===== src/rtl/dma_snd_fifo_reader_if.sv =====
// Bus between the DMA fetch sequencer / sample consumer and the sound FIFO reader.
// master drives words, strobes and mode; slave is the FIFO reader itself.
interface dma_snd_fifo_reader_if #(
    parameter int AW = 2
);
    logic          flush;
    logic          stereo;
    logic          wr;
    logic [15:0]   wdata;
    logic          tick;
    logic          req;
    logic          full;
    logic          empty;
    logic [AW:0]   level;
    logic [7:0]    left;
    logic [7:0]    right;
    logic          smp_stb;
    logic          underrun;
    logic          overflow;

    modport master (
        output flush, stereo, wr, wdata, tick,
        input  req, full, empty, level, left, right, smp_stb, underrun, overflow
    );

    modport slave (
        input  flush, stereo, wr, wdata, tick,
        output req, full, empty, level, left, right, smp_stb, underrun, overflow
    );
endinterface


===== src/rtl/dma_snd_fifo_reader.sv =====
// Sound DMA consumer: buffers 16-bit sample words and emits signed 8-bit L/R samples
// on each sample-rate tick, in mono (two samples per word) or stereo (one pair per word).
module dma_snd_fifo_reader #(
    parameter int DEPTH   = 4,
    parameter int AW      = 2,
    parameter int REQ_LVL = 2
) (
    input  logic                     c,
    input  logic                     xr,
    dma_snd_fifo_reader_if.slave     bus
);
    typedef enum logic {PH_HI, PH_LO} phase_e;

    logic [15:0]   mem_q [DEPTH];
    logic [AW-1:0] rd_ptr_q, rd_ptr_d, wr_ptr_q, wr_ptr_d;
    logic [AW:0]   level_q, level_d;
    phase_e        phase_q, phase_d;
    logic          stereo_q;
    logic [7:0]    left_q, left_d, right_q, right_d;
    logic          stb_q, stb_d, undr_q, undr_d, ovf_q, ovf_d;

    logic          empty, full, pop, push;
    logic [15:0]   head;

    assign empty = (level_q == '0);
    assign full  = (level_q == (AW+1)'(DEPTH));
    assign head  = mem_q[rd_ptr_q];

    // A word is only consumed after its second byte in mono; stereo consumes whole words.
    assign pop  = bus.tick && !empty && !bus.flush && (bus.stereo || phase_q == PH_LO);
    assign push = bus.wr && !bus.flush && (!full || pop);

    always_comb begin
        rd_ptr_d = rd_ptr_q;
        wr_ptr_d = wr_ptr_q;
        level_d  = level_q;
        phase_d  = phase_q;
        left_d   = left_q;
        right_d  = right_q;
        stb_d    = 1'b0;
        undr_d   = 1'b0;
        ovf_d    = ovf_q;
        if (bus.flush) begin
            rd_ptr_d = '0;
            wr_ptr_d = '0;
            level_d  = '0;
            phase_d  = PH_HI;
            left_d   = '0;
            right_d  = '0;
            ovf_d    = 1'b0;
        end else begin
            if (push) wr_ptr_d = wr_ptr_q + AW'(1);
            if (pop)  rd_ptr_d = rd_ptr_q + AW'(1);
            if (push && !pop)      level_d = level_q + (AW+1)'(1);
            else if (pop && !push) level_d = level_q - (AW+1)'(1);
            if (bus.wr && !push) ovf_d = 1'b1;

            // Mode change mid-word restarts the head word from its high byte.
            if (bus.stereo != stereo_q) phase_d = PH_HI;

            if (bus.tick) begin
                if (empty) begin
                    left_d  = '0;
                    right_d = '0;
                    undr_d  = 1'b1;
                    phase_d = PH_HI;
                end else begin
                    stb_d = 1'b1;
                    if (bus.stereo) begin
                        left_d  = head[15:8];
                        right_d = head[7:0];
                        phase_d = PH_HI;
                    end else if (phase_q == PH_HI) begin
                        left_d  = head[15:8];
                        right_d = head[15:8];
                        phase_d = PH_LO;
                    end else begin
                        left_d  = head[7:0];
                        right_d = head[7:0];
                        phase_d = PH_HI;
                    end
                end
            end
        end
    end

    always_ff @(posedge c or negedge xr) begin
        if (!xr) begin
            rd_ptr_q <= '0;
            wr_ptr_q <= '0;
            level_q  <= '0;
            phase_q  <= PH_HI;
            stereo_q <= 1'b0;
            left_q   <= '0;
            right_q  <= '0;
            stb_q    <= 1'b0;
            undr_q   <= 1'b0;
            ovf_q    <= 1'b0;
        end else begin
            rd_ptr_q <= rd_ptr_d;
            wr_ptr_q <= wr_ptr_d;
            level_q  <= level_d;
            phase_q  <= phase_d;
            stereo_q <= bus.stereo;
            left_q   <= left_d;
            right_q  <= right_d;
            stb_q    <= stb_d;
            undr_q   <= undr_d;
            ovf_q    <= ovf_d;
        end
    end

    // Storage needs no reset: level gates every read.
    always_ff @(posedge c) begin
        if (push) mem_q[wr_ptr_q] <= bus.wdata;
    end

    assign bus.req      = (level_q <= (AW+1)'(REQ_LVL)) && !bus.flush;
    assign bus.full     = full;
    assign bus.empty    = empty;
    assign bus.level    = level_q;
    assign bus.left     = left_q;
    assign bus.right    = right_q;
    assign bus.smp_stb  = stb_q;
    assign bus.underrun = undr_q;
    assign bus.overflow = ovf_q;
endmodule

===== src/flat_wrapper.sv =====
// flat-port wrapper written by rule: the top's interface ports become plain ports
module dma_snd_fifo_reader_flat 
#(
    parameter int DEPTH   = 4,
    parameter int AW      = 2,
    parameter int REQ_LVL = 2
)
  (c, xr, bus_flush, bus_stereo, bus_wr, bus_wdata, bus_tick, bus_req, bus_full, bus_empty, bus_level, bus_left, bus_right, bus_smp_stb, bus_underrun, bus_overflow);
  dma_snd_fifo_reader_if #(.AW(AW)) bus_i ();
  input  logic c;
  input  logic xr;
  input wire logic [$bits(bus_i.flush)-1:0] bus_flush;
  input wire logic [$bits(bus_i.stereo)-1:0] bus_stereo;
  input wire logic [$bits(bus_i.wr)-1:0] bus_wr;
  input wire logic [$bits(bus_i.wdata)-1:0] bus_wdata;
  input wire logic [$bits(bus_i.tick)-1:0] bus_tick;
  output wire logic [$bits(bus_i.req)-1:0] bus_req;
  output wire logic [$bits(bus_i.full)-1:0] bus_full;
  output wire logic [$bits(bus_i.empty)-1:0] bus_empty;
  output wire logic [$bits(bus_i.level)-1:0] bus_level;
  output wire logic [$bits(bus_i.left)-1:0] bus_left;
  output wire logic [$bits(bus_i.right)-1:0] bus_right;
  output wire logic [$bits(bus_i.smp_stb)-1:0] bus_smp_stb;
  output wire logic [$bits(bus_i.underrun)-1:0] bus_underrun;
  output wire logic [$bits(bus_i.overflow)-1:0] bus_overflow;
  assign bus_i.flush = bus_flush;
  assign bus_i.stereo = bus_stereo;
  assign bus_i.wr = bus_wr;
  assign bus_i.wdata = bus_wdata;
  assign bus_i.tick = bus_tick;
  assign bus_req = bus_i.req;
  assign bus_full = bus_i.full;
  assign bus_empty = bus_i.empty;
  assign bus_level = bus_i.level;
  assign bus_left = bus_i.left;
  assign bus_right = bus_i.right;
  assign bus_smp_stb = bus_i.smp_stb;
  assign bus_underrun = bus_i.underrun;
  assign bus_overflow = bus_i.overflow;
  dma_snd_fifo_reader #(.DEPTH(DEPTH), .AW(AW), .REQ_LVL(REQ_LVL)) u_core (.c(c), .xr(xr), .bus(bus_i));
endmodule

===== config.mk =====
export PLATFORM = sky130hd
export DESIGN_NAME = dma_snd_fifo_reader_flat
export DESIGN_NICKNAME = d
export VERILOG_FILES = /design/src/rtl/dma_snd_fifo_reader_if.sv /design/src/rtl/dma_snd_fifo_reader.sv /design/src/flat_wrapper.sv
export SDC_FILE = /design/constraint.sdc
export NUM_CORES = 1
export LEC_CHECK = 0
export ABC_AREA = 0
export CAP_MARGIN = 20
export CORE_UTILIZATION = 35
export CTS_CLUSTER_DIAMETER = 120
export DETAILED_ROUTE_END_ITERATION = 10
export GPL_TIMING_DRIVEN = 0
export PLACE_DENSITY = 0.51
export SLEW_MARGIN = 20
export SYNTH_ARGS = -nofsm -noshare
export SYNTH_HDL_FRONTEND = slang
export SYNTH_SLANG_ARGS = --single-unit
export TNS_END_PERCENT = 1

===== constraint.sdc =====
create_clock -name c -period 3.2 [get_ports c]
set_clock_uncertainty 0.2 [all_clocks]
set_input_delay 0.32 -clock c [delete_from_list [all_inputs] [get_ports c]]
set_output_delay 0.32 -clock c [all_outputs]
set_load 0.05 [all_outputs]

==> reports/metrics.csv <==
metric,value,unit
outcome,"complete, but fails checks",
failed_checks,design-rule violations,
vias,2680,
synth.largest_area_cell,edfxtp_1,
cp-end-kind,register,
power.density,610.1,nW/um2
synth_flop_cell,edfxtp_1,
path_clk_slew,60,ps
hpwl,6719,um
cts_buffers,9,
cts_setup_buffers,0,
gp_congestion,0.7848,
final_max_slew_viol_count,0,
totalPowerFinal,3.156,mW
p_sw_frac,0.2944,
tightest_slew,930.1,ps
power_switching,929.1,uW
hold_path.class,in2reg,
r2r-start,u_core.bus.level[0],
synth-async-reset-ratio,0.3043,
wl_per_cell,20.84,um
htree_levels,3,
clock_power_share,0.341,
cts_tree,done,
syn_area_per_cell,14.65,um2
ctsResizeCount,0,
routed_via_density,5.425,
grt.overflow.total,0,
relSlewSlack,0.3799,
dieWidth,112.2,um
p_leak,1.910,nW
clkLatencyLatePin,340,ps
ctsHoldBuffers,1,
seqCellArea,2623,um2
grt_max_degree,29,
synth_edf_count,64,
setup.worst_path.start_class,input pin,
root_buffer,clkbuf_16,
arrival,2700,ps
yosys-top-cells-area,"edfxtp_1 45%, dfrtp_1 16%, mux4_2 8.5%",
required,2970,ps
ant_nets,0,
fillers,1055,
synth_nets,317,
cts_sinks,92,
nNetsFinal,373,
grt_usage,0.1753,
p_seq_frac,0.443,
r2r-end,u_core.bus.level[1],
drive_gt1_frac,0.1595,
path_class,in2reg,
crit_start,bus_tick,
grt_pass1_wl,16030,um
comb_power_share,0.216,
initial_utilization,0.3659,
period_minus_slack,2933,ps
synthToLayoutAreaGrowth,21.73,%
rows,39,
pin_count,47,
final_util,0.4454,
synth_cells,290,
grt_pass1_vias,2738,
cap_violations,0,
remaining_drc_errors,4,
endpoint,u_core.mem_q[2][9],
drt_wl_total,10290,um
syn_area,4249,um2
yosys.area.top_type_share,0.4523,
ff2ff_path_depth,9,
synth_common_cells,"64 x edfxtp_1, 28 x dfrtp_1, 28 x nand2_1",
antenna_cells,0,
ys_ff_latch,92,
rsz0062_at_grt,false,
crit_fanout,16,
port_buffers,44,
fin_crit_sh,0.9166,
setup_viol,0,
place_inst,477,
antenna_found_initial,0,
cts_max_path_buffers,2,
p_int,2.227,mW
die_area,12580,um2
reg2reg_slack,360,ps
multiInputGateArea,1504,um2
ir_worst_vdd,347.7,uV
yosysMostFrequentCell,edfxtp_1,
synth_warnings,0,
coreArea,11610,um2
ys_types,45,
first_iter_violations,146,
timing.fmax,340.9,MHz
hold_viol,0,
ys_seq_area_frac,0.6172,
drtPass1Iterations,9,
die_y,112.2,um
instances_no_fill,494,
## how the worst min path moves through the flow
stage,start,to,slack (ps),cells past startpoint
6_report,bus_wr,u_core.wr_ptr_q[1],230,3
5_1_grt,bus_wr,u_core.wr_ptr_q[1],260,3
4_1_cts,bus_wr,u_core.wr_ptr_q[1],220,3
3_5_place_dp,xr,u_core.bus.level[1],210,1
3_3_place_gp,u_core.bus.right[2],u_core.bus.right[2],270,2
2_1_floorplan,xr,u_core.bus.left[0],-180,0
## metrics by stage
stage | setup WS (ps) | hold WS (ps) | setup TNS [ps] | cell area [um2]
3_5_place_dp | -71.12 | 214.2 | -3733 | 4863
5_1_grt | 25.85 | 259.5 | 0 | 5172
3_3_place_gp | -89.08 | 269.3 | -3410 | 4868
4_1_cts | 287.0 | 219.8 | 0 | 5172
6_report | 266.8 | 230.5 | 0 | 5172
2_1_floorplan | 185.0 | -175.6 | 0 | 4249
## kinds of logic (layout without fill, tap and decap cells)
kind of cell | after synthesis | count (layout) | synth area share
DFF | 92 | 92 | 0.6172
muxes | 47 | 47 | 0.1599
xor gates and xnor gates | 4 | 4 | 0.008247
adders and majority gates | 5 | 5 | 0.01649
buffers and inverters | 27 | 88 | 0.02886
AOI/OAI and AO/OA | 49 | 49 | 0.08893
and+or+nand+nor | 66 | 66 | 0.08039
## per-layer routing
layer | wire, um | vias up | track usage
met4 | 137 | 0 | 0.05600
li1 | - | 1239 | -
met5 | 0 | - | 0
met2 | 4814 | 74 | 0.2762
met3 | 467 | 11 | 0.04428
met1 | 4873 | 1356 | 0.2388
## final cells by class
type,instances,area share
timing repair buffer,45,0.08612
inverter,8,0.006289
clock inverter,7,0.01427
buffer,19,0.01742
multi-input combinational,171,0.2908
tap,143,0.03459
sequential,92,0.5070
clock buffer,9,0.04354
## worst max-delay path, cell delays in order
cell             delay (ps)
clkdlybuf4s50_1         550
nor2b_1                 420
a31oi_1                 260
nor3_1                  350
and2_1                  800
## power by group through the flow
stage | clock network, mW | registers (mW) | logic [mW]
2_1_floorplan | 0 | 1.54 | 0.340
3_3_place_gp | 0 | 1.42 | 0.683
3_5_place_dp | 0 | 1.42 | 0.685
4_1_cts | 1.10 | 1.40 | 0.690
5_1_grt | 1.15 | 1.41 | 0.734
6_report | 1.08 | 1.40 | 0.683
## sequential cells by signal, summed over array words and instances (netlist names), 2 cells and up
name,flops
u_core.bus.left,8
u_core.bus.level,3
u_core.bus.right,8
u_core.mem_q,64
u_core.rd_ptr_q,2
u_core.wr_ptr_q,2
## layout by cell type (no fill, tap or decap), drive strengths merged, types with 4 or more instances in the layout
cell           synthesis  final
nor2                   9      9
and2                   5      5
mux4                  16     16
clkdlybuf4s50          0     43
o21ai                 12     12
a32oi                  8      8
dfrtp                 28     28
mux2                   7      7
clkbuf                 7     16
a2bb2oi                7      7
a32o                   8      8
nand2                 28     28
ha                     4      4
inv                    8     11
mux2i                 24     24
nand3b                 4      4
edfxtp                64     64
buf                   12     13
Power figures use the tool's default switching activity.
